## src/rtl/fifo_axis_accel_pipeline.sv

```systemverilog
// Single-clock ingest pipeline: write-side FIFO -> FIFO-to-AXIS bridge -> streaming accelerator.
// The bridge pops at most one word at a time. A popped word spends one cycle on the FIFO
// read register and is then loaded onto the internal stream.
// The accelerator adds a constant to each accepted beat, keeps a running sum and a beat count,
// and stalls tready for a fixed number of cycles after each beat.
//
// Accelerator FSM
//   state      | meaning
//   ACC_READY  | tready high, waiting for a beat
//   ACC_BUSY   | tready low, busy down-counter running to terminal count 0
module fifo_axis_accel_pipeline #(
    parameter int DATA_WIDTH  = 32,
    parameter int DEPTH       = 16,
    parameter int ADD_CONST   = 1,
    parameter int BUSY_CYCLES = 1
) (
    input  logic                     clk,
    input  logic                     rst,
    input  logic [DATA_WIDTH-1:0]    din,
    input  logic                     wr_en,
    input  logic                     rd_en,
    output logic                     full,
    output logic                     empty,
    output logic [$clog2(DEPTH):0]   level,
    output logic [DATA_WIDTH-1:0]    axis_tdata,
    output logic                     axis_tvalid,
    output logic                     axis_tready,
    output logic [DATA_WIDTH-1:0]    res_data,
    output logic                     res_valid,
    output logic [DATA_WIDTH-1:0]    acc_sum,
    output logic [15:0]              beat_count
);

    localparam int AW  = $clog2(DEPTH);
    localparam int LW  = AW + 1;
    localparam int BCW = (BUSY_CYCLES > 1) ? $clog2(BUSY_CYCLES) : 1;
    localparam logic [BCW-1:0] BUSY_LOAD = BCW'((BUSY_CYCLES > 0) ? BUSY_CYCLES - 1 : 0);

    typedef enum logic {
        ACC_READY = 1'b0,
        ACC_BUSY  = 1'b1
    } acc_state_t;

    logic [DATA_WIDTH-1:0] mem [DEPTH];
    logic [AW-1:0]         wr_ptr;
    logic [AW-1:0]         rd_ptr;
    logic [DATA_WIDTH-1:0] fifo_dout;
    logic                  pop_pending;
    logic                  push;
    logic                  pop;
    logic                  handshake;

    acc_state_t            acc_state;
    acc_state_t            acc_state_nxt;
    logic [BCW-1:0]        busy_cnt;
    logic [BCW-1:0]        busy_cnt_nxt;

    assign full        = (level == LW'(DEPTH));
    assign empty       = (level == '0);
    assign axis_tready = (acc_state == ACC_READY);
    assign handshake   = axis_tvalid & axis_tready;

    // Only one word may be between the FIFO and the stream register at any time.
    assign pop  = rd_en & ~empty & ~pop_pending & (~axis_tvalid | handshake);
    assign push = wr_en & (~full | pop);

    // Storage array; contents are meaningless after reset since the pointers restart.
    always_ff @(posedge clk) begin
        if (push) begin
            mem[wr_ptr] <= din;
        end
    end

    // FIFO pointers, occupancy, registered read and stream output register.
    always_ff @(posedge clk or negedge rst) begin
        if (!rst) begin
            wr_ptr      <= '0;
            rd_ptr      <= '0;
            level       <= '0;
            fifo_dout   <= '0;
            pop_pending <= 1'b0;
            axis_tdata  <= '0;
            axis_tvalid <= 1'b0;
        end else begin
            if (push) begin
                wr_ptr <= wr_ptr + 1'b1;
            end
            if (pop) begin
                rd_ptr    <= rd_ptr + 1'b1;
                fifo_dout <= mem[rd_ptr];
            end
            case ({push, pop})
                2'b10:   level <= level + 1'b1;
                2'b01:   level <= level - 1'b1;
                default: level <= level;
            endcase
            pop_pending <= pop;
            if (pop_pending) begin
                axis_tdata  <= fifo_dout;
                axis_tvalid <= 1'b1;
            end else if (handshake) begin
                axis_tvalid <= 1'b0;
            end
        end
    end

    // Accelerator datapath: result, running sum and beat count update on each accepted beat.
    always_ff @(posedge clk or negedge rst) begin
        if (!rst) begin
            res_data   <= '0;
            res_valid  <= 1'b0;
            acc_sum    <= '0;
            beat_count <= '0;
        end else begin
            res_valid <= handshake;
            if (handshake) begin
                res_data   <= axis_tdata + DATA_WIDTH'(ADD_CONST);
                acc_sum    <= acc_sum + axis_tdata;
                beat_count <= beat_count + 16'd1;
            end
        end
    end

    // Accelerator state register and busy down-counter.
    always_ff @(posedge clk or negedge rst) begin
        if (!rst) begin
            acc_state <= ACC_READY;
            busy_cnt  <= '0;
        end else begin
            acc_state <= acc_state_nxt;
            busy_cnt  <= busy_cnt_nxt;
        end
    end

    // Next-state logic: a beat starts the busy window, terminal count 0 ends it.
    always_comb begin
        acc_state_nxt = acc_state;
        busy_cnt_nxt  = busy_cnt;
        case (acc_state)
            ACC_READY: begin
                if (handshake && (BUSY_CYCLES > 0)) begin
                    acc_state_nxt = ACC_BUSY;
                    busy_cnt_nxt  = BUSY_LOAD;
                end
            end
            ACC_BUSY: begin
                if (busy_cnt == '0) begin
                    acc_state_nxt = ACC_READY;
                end else begin
                    busy_cnt_nxt = busy_cnt - 1'b1;
                end
            end
            default: begin
                acc_state_nxt = ACC_READY;
                busy_cnt_nxt  = '0;
            end
        endcase
    end

endmodule

```

## config.mk

```make
export PLATFORM = sky130hd
export DESIGN_NAME = fifo_axis_accel_pipeline
export DESIGN_NICKNAME = d
export VERILOG_FILES = /design/src/rtl/fifo_axis_accel_pipeline.sv
export SDC_FILE = /design/constraint.sdc
export NUM_CORES = 1
export LEC_CHECK = 0
export ABC_AREA = 1
export ABC_CLOCK_PERIOD_IN_PS = 4800
export BUFFER_PORTS_ARGS = -buffer_cell sky130_fd_sc_hd__buf_2
export CAP_MARGIN = 20
export CORE_MARGIN = 5
export CORE_UTILIZATION = 41
export DETAILED_ROUTE_END_ITERATION = 10
export GPL_ROUTABILITY_DRIVEN = 0
export PLACE_DENSITY_LB_ADDON = 0.1
export SYNTH_ARGS = -nofsm -noshare
export SYNTH_HDL_FRONTEND = slang
export SYNTH_SLANG_ARGS = --single-unit
```

## constraint.sdc

```tcl
create_clock -name clk -period 4.8 [get_ports clk]
set_clock_uncertainty 0.05 [all_clocks]
set_input_delay 0.24 -clock clk [delete_from_list [all_inputs] [get_ports clk]]
set_output_delay 0.24 -clock clk [all_outputs]
set_load 0.05 [all_outputs]
```

=== Word level (Yosys, flattened, before mapping) ===
Memories as Yosys holds them, arrays and structs flattened. A register that Yosys moved wholly into a read port is not among the register bits.
Index checks and enable logic that the tools add are counted.

* Flip-flop bits (word level): 130
* Memory bits (writable): 512
* Input bits: 36
* Output and inout port bits: 122
* Word-level logic and storage cells: 51
* Memories: 1

{| class="wikitable"
|+ Memory list
! name !! depth !! bits a word !! rd ports !! clocked after Yosys merged registers in !! wr ports !! line !! text
|-
| mem || 16 || 32 || 1 || 1 || 1 || 44 || <nowiki>logic [DATA_WIDTH-1:0] mem [DEPTH];</nowiki>
|}

* Add/subtract/negate cells: 8
* Equal/unequal tests: 4
* Mux-type cells: 10
* Bitwise logic cells: 12
* Reductions and logical operators: 4

{| class="wikitable"
|+ Operators with widths
! operator !! number
|-
| $add A32 B1 Y32 const B || 1
|-
| $add A32 B32 Y32 || 1
|-
| $add A16 B1 Y16 const B || 1
|-
| $pmux W5 S2 || 1
|-
| $add A4 B1 Y4 const B || 2
|-
| $mux W1 || 7
|-
| $add A5 B1 Y5 const B || 1
|-
| $and A1 B1 Y1 || 5
|-
| $eq A5 B5 Y1 const B || 1
|-
| $logic_not A5 Y1 || 1
|-
| $not A1 Y1 || 5
|-
| $sub A5 B1 Y5 const B || 1
|-
| $pmux W1 S2 || 2
|-
| $reduce_bool A2 Y1 || 2
|-
| $eq A2 B1 Y1 const B || 1
|-
| $eq A2 B2 Y1 const B || 1
|-
| $ne A2 B1 Y1 const B || 1
|-
| $or A1 B1 Y1 || 2
|-
| $logic_not A1 Y1 || 1
|-
| $sub A1 B1 Y1 const B || 1
|}

=== Longest topological paths before layout ===
Gate-level depths: netlist of run 1.

* Depth in word-level cells: 9
* Mapped depth: 14
* Gate-level depth less buffers: 14

=== Least setup slack after synthesis of run 1 ===
Ideal clock, no wire load.

* Kind: reg2reg
* Start: register level[0]
* End: memory mem[0][0] (enable)
* Setup time: 0.421 ns
* Data arrival time: 2.990 ns
* Data required time: 4.329 ns
* Path slack: 1.339 ns
* Stages on the path, launching flop included: 9
* Buffers on the path: 0
* Clock period less this slack: 3.461 ns
* Cells stage by stage: dfrtp_1 -> inv_1 -> nand3_1 -> nor2_1 -> nand2_1 -> nand2_1 -> inv_1 -> nand2_1 -> nor2_1

* Elaborated cells between the ends (all ways): 11
* Classes of those cells: eq/ne: 1; mux: 2; bitwise: 7; reduce/logical: 1

{| class="wikitable"
|+ RTL lines
! element !! line !! text
|-
| start, declared || 24 || <nowiki>output logic [$clog2(DEPTH):0] level,</nowiki>
|-
| start signal, assigned || 93 || <nowiki>2'b10: level <= level + 1'b1;</nowiki>
|-
| start signal, assigned || 94 || <nowiki>2'b01: level <= level - 1'b1;</nowiki>
|-
| start signal, assigned || 95 || <nowiki>default: level <= level;</nowiki>
|-
| $eq A5 B5 Y1 || 58 || <nowiki>assign full = (level == LW'(DEPTH));</nowiki>
|-
| named net full || 22 || <nowiki>output logic full,</nowiki>
|-
| $not A1 Y1 || 65 || <nowiki>assign push = wr_en & (~full | pop);</nowiki>
|-
| $or A1 B1 Y1 || 65 ||
|-
| $and A1 B1 Y1 || 65 ||
|-
| $mux W1 || 69 || <nowiki>if (push) begin</nowiki>
|-
| $mux W1 (implied by the code) || 70 || <nowiki>mem[wr_ptr] <= din;</nowiki>
|-
| end, declared || 44 ||
|}

The timed path passes the listed nets, and every way through them passes these cells.

=== Final worst setup path of run 1 ===
* Start: register axis_tvalid
* End: memory mem[8][13] (enable)

* Word-level cells in the longest chain between the ends: 7
* Elaborated cells between the ends (all ways): 8
* Classes of those cells: mux: 2; bitwise: 6

{| class="wikitable"
|+ Ends and longest elaborated chain
! element !! line !! text
|-
| start, declared || 26 || <nowiki>output logic axis_tvalid,</nowiki>
|-
| start signal, assigned || 83 || <nowiki>axis_tvalid <= 1'b0;</nowiki>
|-
| start signal, assigned || 100 || <nowiki>axis_tvalid <= 1'b1;</nowiki>
|-
| start signal, assigned || 102 || <nowiki>axis_tvalid <= 1'b0;</nowiki>
|-
| $and A1 B1 Y1 or $not A1 Y1 (tied branches) || 61, 64 ||
|-
| $or A1 B1 Y1 (*) || 64 || <nowiki>assign pop = rd_en & ~empty & ~pop_pending & (~axis_tvalid | handshake);</nowiki>
|-
| $and A1 B1 Y1 (*) || 64 ||
|-
| $or A1 B1 Y1 (*) || 65 ||
|-
| $and A1 B1 Y1 (*) || 65 ||
|-
| $mux W1 (*) || 69 ||
|-
| $mux W1 (implied by the code) (*) || 70 ||
|}

Every way passes the cells marked *; elsewhere a longest branch is shown, timed or not.

==> flow_metrics.tcl, run 1 <==
set metrics [dict create \
    run_status "finished clean" \
    relSlewSlack_pct 23.34 \
    htree_levels 3 \
    hold_class "in -> async" \
    final_common_cell "nand2_1" \
    cts_setup_buffers 0 \
    startpoint_type "register" \
    clk_path_buf_depth 3 \
    die_area_sq_um 77640 \
    diodes 0 \
    fillers 6519 \
    grt_pass1_wl_mm 129.5 \
    drtAntennaViolNets 0 \
    grt_usage_pct 21.52 \
    syn_area_sq_um 29590 \
    io_pins 158 \
    tns_ps 0 \
    p_leak_nw 13.35 \
    drt_iter0_drc 1691 \
    path_clk_slew_ps 60 \
    insertion_delay_ps 630 \
    finalCritPeriodShare_pct 63.91 \
    drive_above_1_share_pct 12.69 \
    gr-total-overflow 0 \
    cts_tree "yes" \
    critPathMaxFanout 18 \
    crit_type "reg -> reg" \
    reg2reg_slack_ps 1730 \
    powerDensity_nw_per_um2 688.2 \
    hpwl_mm 52.23 \
    initial_core_util_pct 41.39 \
    ys_ff_latch 672 \
    cts.sinks 672 \
    worstMarginPinSlew_ps 1150 \
    max_cap_violations 0 \
    wl_mm 85.57 \
    cts.repair.resized 0 \
    yosysSeqAreaShare_pct 65.49 \
    required_ps 5070 \
    antenna_found_initial 2 \
    nets 2911 \
    slowest_delay_ps 850 \
    synth_cells 2650 \
    slew_viol_final 0 \
    period_needed_ps 3068 \
    fp.coreArea_sq_um 71490 \
    worstSetupEndpointType "register" \
    die_y_um 278.6 \
    drt-vias-per-instance 5.400 \
    port_buffers 157 \
    grt_max_degree 125 \
    drc 0 \
    layout.cells.non_filler 3843 \
    cts_buffers 76 \
    setup_viol 0 \
    drt_first_pass_iters 5 \
    hold_viol 0 \
    dp.cells 3670 \
    vdd_ir_drop_max_mv 0.4833 \
    area_growth_pct 15.41 \
    wl_per_cell_um 22.27 \
    cts_root_buffer "clkbuf_16" \
    crit_arrival_ps 3340 \
    cpMostUsedCell "nand2_1" \
    grt_setup_unrepaired "no" \
    slowest_stage "nor2_4" \
    synth_nets 2729 \
    grt_pass1_vias 20530 \
    fp.dieW_um 278.6 \
    dr_total_vias 20750 \
    fmax_ghz 0.3260 \
    synth_warnings 0 \
    cp_cell_sequence "a21o_1 > nor2_1 > nand2_1 > nand2_1 > nand2_1 > inv_1 > nand2_1 > nor2_4 > buf_4" \
    synth_cell_types 41 \
    std_cell_rows 98 \
    syn_area_per_cell_sq_um 11.17 \
    layout_common_cells "549 x nand2_1, 512 x edfxtp_1, 330 x nor2_1" \
]
-- what timing repair did --
action                                  in CTS  in global routing
hold endpoints to repair                   583                  0
hold buffers                                34                  0
endpoints found under the setup margin       0                  0
-- worst max-delay path: cells and delay by family, from the launching register on --
family                 cells  cell delay, ps
AOI/OAI and AO/OA          1             200
buffers and inverters      2             540
DFF                        1             400
and+or+nand+nor            6            1560
-- Yosys cell counts (all sizes together) --
library cell,n,share of area [%]
nor4,1,0.021
nand4,12,0.25
ha,41,1.7
nand3,136,2.4
buf,62,1.7
o221ai,128,3.8
nor3,18,0.39
clkbuf,70,0.92
and2,1,0.021
nand3b,4,0.10
fa,2,0.14
clkinv,1,0.013
a21oi,25,0.42
edfxtp,512,52
nor3b,1,0.025
nand2,552,7.0
a21o,2,0.051
xor2,38,1.1
a31oi,6,0.13
nor2,353,4.6
o21ai,191,3.2
inv,171,2.2
or2,1,0.021
mux2,8,0.30
o21bai,131,3.3
xnor2,21,0.62
dfrtp,160,14
a211oi,1,0.025
o211ai,1,0.025
-- per-stage QoR --
stage / utilization [%] / hold WS, ps / setup slack (ps) / power, W / cell area (sq um)
after floorplan: - / -105.6 / 1339 / 0.01498 / 29590
after global placement: 43.84 / 279.0 / 1732 / 0.01781 / 31340
after detailed placement: 43.84 / 280.5 / 1732 / 0.01787 / 31340
after CTS: 47.77 / 179.6 / 1734 / 0.02369 / 34150
after global routing: 47.77 / 254.4 / 1550 / 0.02491 / 34150
final: 47.77 / 197.7 / 1732 / 0.02350 / 34150
-- flip-flops by register name, indices dropped and copies added, names as in the netlist --
| name | cells |
|---|---|
| acc_state | 1 |
| acc_sum | 32 |
| axis_tdata | 32 |
| axis_tvalid | 1 |
| beat_count | 16 |
| fifo_dout | 32 |
| level | 5 |
| mem | 512 |
| pop_pending | 1 |
| rd_ptr | 4 |
| res_data | 32 |
| wr_ptr | 4 |
-- cell families after synthesis --
family	synth area share, %
buffers and inverters	4.774
AO/OA/AOI/OAI	10.99
flip-flops	65.49
adder cells (fa/ha/maj)	1.869
multiplexers	0.3045
AND/OR/NAND/NOR	14.82
XOR/XNOR	1.746
-- power by group --
| part | switching [W] | internal [W] |
|---|---|---|
| clock | 0.00240 | 0.00334 |
| combinational | 0.00665 | 0.00271 |
| sequential | 0.00109 | 0.00730 |
| total | 0.0101 | 0.0134 |
-- cell type report --
cell class              count  area, sq um  area share [%]
repair buffers            236         1533           4.489
clock inverters            43        437.9           1.282
multi-input cells        1674         8917           26.11
well taps                 950         1189           3.481
flip-flops and latches    672        19390           56.78
inverters                 172        651.9           1.909
clock buffers              96         2028           5.940
-- metal layers --
layer  vias to the layer above  global-route usage, %  share of wire, %
li1                       9656                      -                 -
met1                     10370                  29.46                44
met2                       603                  36.41                49
met3                       121                  3.478               5.3
met4                         4                  5.021               2.0
met5                         -                      0             0.025
-- worst paths after layout --
kind / depth (start not counted) / end / start
max reg2reg: 9 / mem[8][13] / axis_tvalid
max in group asynchronous: 3 / rd_ptr[0] / rst
min: 2 / fifo_dout[6] / rst
min reg2reg: 1 / beat_count[15] / beat_count[15]
min in group clk: 8 / level[3] / rd_en
max: 9 / mem[8][13] / axis_tvalid
Note: power is estimated with default switching activity, not from simulation.
==> inputs of run 2 (changes only) <==
Settings changed: ABC_AREA 1 to 0, ABC_CLOCK_PERIOD_IN_PS 4800 to 3000.
Clock period 4.8 ns to 3 ns, I/O delays scaled along.
==> flow_metrics.tcl, run 2 <==
set metrics [dict create \
    crit_arrival_ps 3260 \
    port_buffers 157 \
    clk_path_buf_depth 3 \
    largest_reg_flops 512 \
    wl_mm 67.58 \
    fp.dieW_um 269.4 \
    synth_top_cell_by_area "edfxtp_1" \
    cts_tree "yes" \
    fmax_ghz 0.3531 \
    synth.most_common_cell "edfxtp_1" \
    worstMarginPinSlew_ps 747.4 \
    std_cell_rows 95 \
    initial_core_util_pct 41.23 \
    cts_setup_buffers 0 \
    cts.sinks 672 \
    startpoint_type "register" \
    die_y_um 269.4 \
    final_common_cell "edfxtp_1" \
    syn_area_per_cell_sq_um 17.22 \
    die_area_sq_um 72580 \
    run_status "finished clean" \
    r2r_cells 10 \
    drive_above_1_share_pct 30.22 \
    synth_warnings 0 \
    io_pins 158 \
    regMostFlops "mem" \
    tns_ps 0 \
    synthFlopType "edfxtp_1" \
    drtAntennaViolNets 0 \
    antenna_found_initial 1 \
    hold_class "in -> async" \
    critPathMaxFanout 3 \
    relSlewSlack_pct 50.18 \
    synth_cell_types 67 \
    ys_top_cells_by_area "edfxtp_1 56%, dfrtp_1 15%, mux4_2 13%" \
    wl_per_cell_um 24.03 \
    cts_buffers 74 \
    reg2reg_slack_ps 170 \
    gr-total-overflow 0 \
    drt_iter0_drc 1147 \
    grt_pass1_vias 15630 \
    powerDensity_nw_per_um2 1099 \
    p_leak_nw 12.08 \
    path_clk_slew_ps 60 \
    synth_nets 1681 \
    drc 0 \
    hold_viol 0 \
    grt_pass1_wl_mm 102.7 \
    drt-vias-per-instance 5.367 \
    drt_first_pass_iters 4 \
    post-route-util_pct 49.26 \
    hpwl_mm 41.84 \
    yosys.area.top_type_share_pct 55.73 \
    async_flop_share_pct 23.81 \
    htree_levels 3 \
    synth_cells 1602 \
    vdd_ir_drop_max_mv 0.4536 \
    nets 1964 \
    slew_viol_final 0 \
    ys_ff_latch 672 \
    diodes 0 \
    cts_root_buffer "clkbuf_16" \
    period_needed_ps 2832 \
    fp.coreArea_sq_um 66920 \
    insertion_delay_ps 610 \
    yosysSeqAreaShare_pct 70.24 \
    finalCritPeriodShare_pct 94.41 \
    dr_total_vias 15090 \
    ys_top_cells_by_count "512 x edfxtp_1, 214 x nand2_1, 160 x dfrtp_1, 160 x mux4_2, 49 x o21ai_0" \
    max_cap_violations 0 \
    r2r_start "axis_tdata[0]" \
    grt_max_degree 72 \
    r2r-end "acc_sum[30]" \
    syn_area_sq_um 27590 \
    required_ps 3420 \
    synth_edf_count 512 \
    crit_type "reg -> reg" \
    worstSetupEndpointType "register" \
    setup_viol 0 \
    area_growth_pct 19.48 \
    grt_setup_unrepaired "no" \
    layout_common_cells "512 x edfxtp_1, 213 x nand2_1, 160 x mux4_2" \
    grt_usage_pct 18.53 \
]
[run 2: changes by cell type after synthesis, sizes merged, moves of 13 or more]
cell,before,now
nand3,136,22
nor2,353,45
clkbuf,70,48
inv,171,17
mux2,8,32
buf,62,27
mux4,0,160
o221ai,128,1
a21oi,25,42
a21o,2,15
nand2,552,216
o21ai,191,65
o21bai,131,3
xnor2,21,44
[run 2: metal layers]
metal	global-route usage, %	routed length (um)	up-vias	part of all wire (%)
met5	0	11	-	0.016
met4	4.471	1432	2	2.1
met3	2.996	2561	89	3.8
met2	30.38	32920	311	49
met1	26.35	30650	7886	45
li1	-	-	6805	-
[run 2: how the worst max path moves through the flow]
stage                       start          end  cells after the start
floorplan           axis_tdata[0]  acc_sum[30]                     10
global placement    axis_tdata[0]  acc_sum[30]                     10
detailed placement  axis_tdata[0]  acc_sum[30]                     10
CTS                 axis_tdata[0]  acc_sum[30]                     10
global route           acc_sum[0]  acc_sum[30]                     10
finish              axis_tdata[0]  acc_sum[30]                     10
[run 2: worst max-delay path, stage by stage (launching register included)]
cell and delay (ps):
dfrtp_1 390, ha_1 250, fa_1 420, a21o_1 220, a31oi_2 300, nor4b_2 110, o2111ai_1 250, o211ai_2 160
o221ai_2 170, nor4b_1 80, or3_1 320
[run 2: through the flow]
step | instances | setup slack (ps) | power [W] | instance area, sq um | hold slack, ps
after floorplan | 1602 | 76.50 | 0.02309 | 27690 | -195.6
after detailed placement | 2648 | 104.4 | 0.02783 | 30280 | 188.8
after global routing | 2812 | 4.596 | 0.03820 | 32960 | 159.0
after global placement | 2648 | 135.1 | 0.02771 | 30280 | 199.4
after CTS | 2812 | 85.40 | 0.03669 | 32940 | 83.03
final | 2812 | 167.7 | 0.03623 | 32960 | 94.60
[run 2: cell type report]
class,count,area [sq um]
inverters,18,67.56
multi-input cells,837,8014
fillers,5698,33960
repair buffers,282,2078
flip-flops and latches,672,19390
well taps,873,1092
clock buffers,100,2053
clock inverters,30,265.3
[run 2: kinds of logic (layout without fill, tap and decap cells)]
family | after synthesis | after routing | synth area share, %
DFF | 672 | 672 | 70.24
and+or+nand+nor | 359 | 359 | 5.768
muxes | 193 | 193 | 14.40
AOI/OAI and AO/OA | 164 | 164 | 3.710
buffers and inverters | 93 | 430 | 1.401
xor gates and xnor gates | 78 | 78 | 2.476
adders and majority gates | 43 | 43 | 2.004
[run 2: what timing repair did]
item | CTS | global route
endpoints found under the hold margin | 581 | 0
setup endpoints to repair | 0 | 4
gates resized for setup | 0 | 5
hold buffers | 34 | 0
[run 2: report_power, final]
part / total (W) / switching (W) / internal (W)
Sequential: 0.0129 / 0.00113 / 0.0118
Combinational: 0.0146 / 0.00902 / 0.00563
Clock: 0.00869 / 0.00362 / 0.00507
==> inputs of run 3 (changes only) <==
--- a/constraint.sdc
+++ b/constraint.sdc
@@ -4,2 +4,2 @@
 set_output_delay 0.15 -clock clk [all_outputs]
-set_load 0.05 [all_outputs]
+set_load 0.1 [all_outputs]
==> flow_metrics.tcl, run 3 (synthesis gave the netlist of run 2 again) <==
set metrics [dict create \
    die_y_um 269.4 \
    cts_buffers 75 \
    grt_pass1_vias 15850 \
    layout.cells.non_filler 2814 \
    r2r_cells 10 \
    dr_total_vias 15110 \
    cts.sinks 672 \
    drt-vias-per-instance 5.370 \
    drtAntennaViolNets 0 \
    area_growth_pct 20.49 \
    gr-total-overflow 0 \
    hold_class "in -> async" \
    r2r-end "acc_sum[30]" \
    vdd_ir_drop_max_mv 0.6337 \
    crit_arrival_ps 3250 \
    std_cell_rows 95 \
    startpoint_type "register" \
    worstSetupEndpointType "register" \
    finalCritPeriodShare_pct 94.04 \
    initial_core_util_pct 41.23 \
    grt_setup_unrepaired "no" \
    run_status "finished clean" \
    reg2reg_slack_ps 180 \
    io_pins 158 \
    wl_per_cell_um 23.96 \
    path_clk_slew_ps 60 \
    hold_viol 0 \
    insertion_delay_ps 610 \
    largest_reg_flops 512 \
    r2r_start "acc_sum[0]" \
    post_dp_cell_area_sq_um 30420 \
    fp.dieW_um 269.4 \
    stdcell_area_sq_um 33240 \
    required_ps 3430 \
    fmax_ghz 0.3545 \
    dp.cells 2641 \
    drt_first_pass_iters 5 \
    wl_mm 67.42 \
    relSlewSlack_pct 55.99 \
    slew_viol_final 0 \
    layout_common_cells "512 x edfxtp_1, 211 x nand2_1, 160 x mux4_2" \
    worstMarginPinSlew_ps 660.2 \
    drc 0 \
    setup_viol 0 \
    post-route-util_pct 49.68 \
    antenna_found_initial 2 \
    max_cap_violations 0 \
    p_leak_nw 12.09 \
    regMostFlops "mem" \
    fp.coreArea_sq_um 66920 \
    grt_pass1_wl_mm 103.1 \
    final_common_cell "edfxtp_1" \
    period_needed_ps 2821 \
    powerDensity_nw_per_um2 1184 \
    die_area_sq_um 72580 \
    htree_levels 3 \
    port_buffers 157 \
    crit_type "reg -> reg" \
    drt_iter0_drc 1131 \
    grt_max_degree 77 \
    drive_above_1_share_pct 32.13 \
    critPathMaxFanout 3 \
    clk_path_buf_depth 3 \
    cts_root_buffer "clkbuf_16" \
    hpwl_mm 42.66 \
    grt_usage_pct 18.54 \
    nets 1959 \
    cts_tree "yes" \
]
[run 3: critical path, cell delays in order, from the launching register on]
cell and delay (ps):
dfrtp_2 410, ha_1 230, fa_1 420, a21o_1 220
a31oi_2 300, nor4b_2 110, o2111ai_1 250, o211ai_2 160
o221ai_2 170, nor4b_1 70, or3_1 310
[run 3: worst max path at each step]
| stage | start | end | slack [ps] | depth (start not counted) |
|---|---|---|---|---|
| final | acc_sum[0] | acc_sum[30] | 180 | 10 |
| after global routing | acc_sum[0] | acc_sum[30] | 20 | 10 |
| after CTS | acc_sum[0] | acc_sum[30] | 60 | 10 |
| after detailed placement | acc_sum[0] | acc_sum[30] | 70 | 10 |
| after global placement | acc_sum[0] | acc_sum[30] | 120 | 10 |
| after floorplan | level[1] | mem[10][0] | -240 | 6 |
[run 3: layer usage]
layer	track usage (%)	wire length, um
met2	30.30	32830
met3	3.067	2721
met4	5.054	1586
met1	26.14	30280
met5	0	0
[run 3: area by class of cell]
cell class	count	area, sq um
antenna	2	5.005
clock buffer	109	2128
clock inverter	27	307.8
fill	5586	33680
inverter	18	75.07
multi-input combinational	837	8055
sequential	672	19450
tap	873	1092
timing repair buffer	276	2133
[run 3: what timing repair did]
action                                 in CTS  in global routing
setup endpoints to repair                   0                  3
resized for setup                           0                  4
hold buffers                               35                  0
setup buffers                               0                  0
endpoints found under the hold margin     676                  0
[run 3: metrics by stage]
step                setup TNS, ps  total power, W  setup slack [ps]  hold slack [ps]
finish                          0         0.03935             178.8            39.57
global route                    0         0.04138             16.02            56.68
global placement                0         0.03051             124.8           -13.09
floorplan                  -72970         0.02582            -242.7           -195.6
CTS                             0         0.03982             64.52            14.13
detailed placement              0         0.03060             69.91           -9.865
[run 3: report_power, final]
part / internal, W / leakage [nW] / switching [W] / total [W]
registers: 0.0118 / 6.57 / 0.00136 / 0.0132
logic: 0.00569 / 4.34 / 0.0114 / 0.0171
clock network: 0.00545 / 1.19 / 0.00360 / 0.00905
